===== src/rtl/bias_sgd_update.sv =====
// bias_sgd_update: applies b[i] <= b[i] - lr*g[i] across a bias vector in
// memory, in signed Q16.16, through a single request/ack memory port.
//
// state  | meaning
// WAIT   | idle, waiting for go; parameters latched on go
// RD_B   | reading b[idx]
// RD_G   | reading g[idx]
// EX     | compute lr*g, subtract from b, saturate
// WB     | writing updated b[idx]
// DONE   | vector finished; held while go stays high
module bias_sgd_update #(
  parameter int DATA_W = 32,
  parameter int FRAC_W = 16,
  parameter int ADDR_W = 32,
  parameter int LEN_W  = 16
) (
  input  logic              clk,
  input  logic              rst_l,
  input  logic              go,
  input  logic [LEN_W-1:0]  len,
  input  logic [ADDR_W-1:0] b_base,
  input  logic [ADDR_W-1:0] g_base,
  input  logic [DATA_W-1:0] lr,
  output logic              done,
  output logic              mem_req,
  output logic              mem_we,
  output logic [ADDR_W-1:0] mem_addr,
  output logic [DATA_W-1:0] mem_wdata,
  input  logic              mem_ack,
  input  logic [DATA_W-1:0] mem_rdata
);

  localparam int PROD_W = 2 * DATA_W;
  localparam int DIFF_W = 2 * DATA_W + 2;

  typedef enum logic [2:0] {
    S_WAIT, S_RD_B, S_RD_G, S_EX, S_WB, S_DONE
  } state_t;

  state_t state, state_nxt;

  logic [LEN_W-1:0]         len_q;
  logic [LEN_W-1:0]         idx;
  logic [LEN_W-1:0]         idx_inc;
  logic [ADDR_W-1:0]        b_base_q;
  logic [ADDR_W-1:0]        g_base_q;
  logic [DATA_W-1:0]        lr_q;
  logic [DATA_W-1:0]        b_reg;
  logic [DATA_W-1:0]        g_reg;
  logic [DATA_W-1:0]        res_reg;
  logic signed [PROD_W-1:0] prod_full;
  logic signed [PROD_W-1:0] prod_sh;
  logic [DIFF_W-1:0]        diff;
  logic [DATA_W-1:0]        sat;

  assign idx_inc = idx + LEN_W'(1);

  // Fixed-point update: full signed product, arithmetic shift back to Q16.16,
  // wide subtract so neither overflow direction can wrap, then clamp.
  always_comb begin
    prod_full = {{DATA_W{lr_q[DATA_W-1]}}, lr_q} * {{DATA_W{g_reg[DATA_W-1]}}, g_reg};
    prod_sh   = prod_full >>> FRAC_W;
    diff      = {{(DIFF_W-DATA_W){b_reg[DATA_W-1]}}, b_reg}
              - {{(DIFF_W-PROD_W){prod_sh[PROD_W-1]}}, prod_sh};
    sat       = diff[DATA_W-1:0];
    if (!(diff[DIFF_W-1:DATA_W-1] == '0 || diff[DIFF_W-1:DATA_W-1] == '1)) begin
      sat = diff[DIFF_W-1] ? {1'b1, {(DATA_W-1){1'b0}}} : {1'b0, {(DATA_W-1){1'b1}}};
    end
  end

  // State register.
  always_ff @(posedge clk) begin
    if (!rst_l) state <= S_WAIT;
    else        state <= state_nxt;
  end

  // Job parameters, element index and operand/result capture.
  always_ff @(posedge clk) begin
    if (!rst_l) begin
      len_q    <= '0;
      idx      <= '0;
      b_base_q <= '0;
      g_base_q <= '0;
      lr_q     <= '0;
      b_reg    <= '0;
      g_reg    <= '0;
      res_reg  <= '0;
    end else begin
      case (state)
        S_WAIT: if (go) begin
          len_q    <= len;
          b_base_q <= b_base;
          g_base_q <= g_base;
          lr_q     <= lr;
          idx      <= '0;
        end
        S_RD_B: if (mem_ack) b_reg <= mem_rdata;
        S_RD_G: if (mem_ack) g_reg <= mem_rdata;
        S_EX:   res_reg <= sat;
        S_WB:   if (mem_ack) idx <= idx_inc;
        default: ;
      endcase
    end
  end

  // Next state and memory-port/done outputs decoded from registered state,
  // so request fields stay put until the ack cycle.
  always_comb begin
    state_nxt = state;
    done      = 1'b0;
    mem_req   = 1'b0;
    mem_we    = 1'b0;
    mem_addr  = '0;
    mem_wdata = '0;
    case (state)
      S_WAIT: begin
        if (go) state_nxt = (len == '0) ? S_DONE : S_RD_B;
      end
      S_RD_B: begin
        mem_req  = 1'b1;
        mem_addr = b_base_q + ADDR_W'(idx);
        if (mem_ack) state_nxt = S_RD_G;
      end
      S_RD_G: begin
        mem_req  = 1'b1;
        mem_addr = g_base_q + ADDR_W'(idx);
        if (mem_ack) state_nxt = S_EX;
      end
      S_EX: begin
        state_nxt = S_WB;
      end
      S_WB: begin
        mem_req   = 1'b1;
        mem_we    = 1'b1;
        mem_addr  = b_base_q + ADDR_W'(idx);
        mem_wdata = res_reg;
        if (mem_ack) state_nxt = (idx_inc == len_q) ? S_DONE : S_RD_B;
      end
      S_DONE: begin
        done = 1'b1;
        if (!go) state_nxt = S_WAIT;
      end
      default: state_nxt = S_WAIT;
    endcase
  end

endmodule


===== config.mk =====
export PLATFORM = sky130hd
export DESIGN_NAME = bias_sgd_update
export DESIGN_NICKNAME = d
export VERILOG_FILES = /design/src/rtl/bias_sgd_update.sv
export SDC_FILE = /design/constraint.sdc
export NUM_CORES = 2
export LEC_CHECK = 0
export CAP_MARGIN = 10
export CORE_MARGIN = 2
export CORE_UTILIZATION = 30
export DETAILED_ROUTE_END_ITERATION = 8
export GPL_TIMING_DRIVEN = 0
export PLACE_DENSITY_LB_ADDON = 0.12
export RECOVER_POWER = 50
export SKIP_CTS_REPAIR_TIMING = 1
export SYNTH_ARGS = -nofsm -noshare
export SYNTH_HDL_FRONTEND = slang
export SYNTH_SLANG_ARGS = --single-unit
export TNS_END_PERCENT = 1

===== constraint.sdc =====
create_clock -name clk -period 24.4 [get_ports clk]
set_input_delay 4.88 -clock clk [delete_from_list [all_inputs] [get_ports clk]]
set_output_delay 4.88 -clock clk [all_outputs]
set_load 0.01 [all_outputs]

==> metrics <==
DR vias=39200; number of global-route vias before repair=41500; CP max FO=14; syn nets=7092; core area=165000 um^2; relative slew slack=0.101; drt initial violations=2747; Post-Synthesis Cells=5616; grt total ovfl=0; min cycle time layout=14820 ps; GPL Wtd Cong=0.917; Synth area leader=fa_1; class of the most critical setup path=reg -> reg; Layout fillers=17400; # clock sinks=227; io pins=215; Worst Path Buf+Inv=6; CP required=24880 ps; Hold Startpoint=b_base_q[11]; post-place setup slack=9290 ps; FF-to-FF setup slack=9580 ps; CP max stage delay=1220 ps; most frequent cells in the layout=fa_1 (1083), nand2_1 (994), inv_1 (965), and2_1 (509), clkbuf_1 (299); clock root buffer=clkbuf_16; r2r startpoint=lr_q[31]; Area contributors post-synth=fa_1 (44%), dfxtp_1 (9.1%), nand2_1 (7.5%), inv_1 (7.3%), and2_1 (6.4%); power per standard cell area=28.7 nW/um^2; share of the yosys chip area belonging to registers=0.0912; GRT Overall Usage=0.235; Worst VDD drop=0.0527 mV; Setup Skew=45.5 ps; RSZ-0062 raised after global routing=no; MaxCap Viol Count=0; largest net degree at the start of global routing=19; Syn Area/Cell=8.87 um^2; cts bufs inserted=28; CP Launch Type=register; number of synthesis warnings=0; failing checks=design-rule violations; first-pass GRT wire length=290000 um; Routed Antenna Nets=0; row count=149; Final Setup Violations=0; Peak Freq=0.0675 GHz; via/cell ratio=4.86; setup ws final=9580 ps; leak pwr=24.9 nW; 1st-pass router iterations=8; clk_lat worst skew=610 ps; clk buf depth=3; hold crit path type=reg -> reg; crit path DAT=15310 ps; Unique masters post-synth=90; EDFF count, synth=0; DRC errors left=2; share of the synthesized area in the top cell type=0.435; layout cells sized above 1=0.0279; H-tree depth=1; Starting Density=0.302; status=finished with violations; worst slew pin tran=1350 ps; period utilization=0.608; width of the die=411 um; DR WL/cell=24.3 um; cell repeated most along the worst path=fa_1; die height=411 um; Hold Vio Cnt, Final=0; Die Area=169000 um^2; Final Power=1.60 mW; #FFs+latches synth=227; cell family with most CP delay=adder cells; Setup crit end kind=register; CTS tree=yes; most common cell after layout, fill and taps aside=fa_1; Post-DP HPWL=169000 um; critical path's slowest cell=fa_1; Final Net Count=7337; Reg clk slew, reported paths=60 ps; Final Max Slew Viols=0; CP startpoint=lr_q[31]; cell area after synthesis=49800 um^2; Main synth FF type=dfxtp_1; initial antenna violation count=18; port buffer count=213; drt total wl=196000 um; Synth async-reset ratio=0; TNS Setup=0 ps; synthesis-to-finish area growth=11.9%; Final Util=0.338
per-stage QoR:
stage,hold slack (ps),instance area [um^2],instances
2_1_floorplan,440,49800,5616
3_3_place_gp,450,54700,8018
3_5_place_dp,454,54700,8020
4_1_cts,462,55700,8071
5_1_grt,474,55700,8073
6_report,460,55800,8081
tightest hold or removal path: stages, from the launching register on:
cell and delay (ps):
dfxtp_1 300, nand2_1 40, a21boi_0 60
kinds of logic (layout without fill, tap and decap cells):
logic type               after synthesis  after routing  synth area share
AO/OA/AOI/OAI                        662            662            0.0961
XOR/XNOR                             124            124            0.0218
adder cells (fa/ha/maj)             1328           1328             0.497
buffers and inverters               1288           1554            0.0988
flip-flops                           227            227            0.0912
multiplexers                          41             41           0.00877
other                                  0             10                 0
AND/OR/NAND/NOR                     1946           1946             0.187
path summary, 6_finish.rpt:
check / endpoint / cells after the start
min: b_base_q[11] / 2
min reg2reg: b_base_q[11] / 2
max reg2reg: res_reg[30] / 36
max: res_reg[30] / 36
power breakdown:
group	internal (mW)	leakage, nW	switching (mW)
registers	0.389	1.85	0.0267
clock network	0.277	0.486	0.186
logic	0.249	22.5	0.470
total	0.915	24.9	0.682
cell usage after synthesis, types with 4 or more instances:
| cell | number |
|---|---|
| or3_1 | 13 |
| mux2i_1 | 20 |
| or4_1 | 4 |
| fa_1 | 1083 |
| a2111oi_0 | 7 |
| o22ai_1 | 4 |
| a21oi_2 | 5 |
| and2_1 | 511 |
| nor4b_1 | 4 |
| and4_1 | 14 |
| a211o_1 | 6 |
| o2111ai_1 | 9 |
| o211ai_1 | 25 |
| dfxtp_1 | 227 |
| nand3_1 | 54 |
| nor2_1 | 145 |
| clkbuf_1 | 294 |
| a31oi_1 | 8 |
| o31ai_1 | 6 |
| o21bai_1 | 12 |
| mux2_2 | 21 |
| nor4_1 | 18 |
| or2_2 | 11 |
| nand4_1 | 23 |
| a311oi_2 | 29 |
| inv_1 | 965 |
| a22oi_1 | 6 |
| nand2_1 | 994 |
| nor3_1 | 53 |
| a21o_1 | 50 |
| a21oi_1 | 130 |
| buf_2 | 21 |
| o21a_1 | 28 |
| xor2_1 | 40 |
| nor2b_1 | 28 |
| and3_1 | 23 |
| xnor2_1 | 84 |
| nor3b_1 | 5 |
| a21boi_0 | 190 |
| ha_1 | 245 |
| a211oi_1 | 18 |
| nand2b_1 | 31 |
| o21ai_0 | 83 |
| o21ai_1 | 4 |
metal layers:
layer / GRT usage / wire [um] / up-vias
met5: 0 / 8 / -
li1: - / - / 17600
met1: 0.339 / 90200 / 20200
met4: 0.0454 / 4560 / 2
met3: 0.0280 / 12000 / 183
met2: 0.379 / 89600 / 1204
cell type report:
cell class,count,area (um^2),area share
Inverter,966,3630,0.0650
Clock inverter,14,229,0.00411
Buffer,322,1290,0.0232
Multi-Input combinational cell,4101,40400,0.724
Clock buffer,37,774,0.0139
Sequential cell,227,4540,0.0815
Tap cell,2189,2740,0.0491
Timing Repair Buffer,215,2170,0.0390
Antenna cell,10,25.0,0.000449
Note: power is estimated with default switching activity, not from simulation.
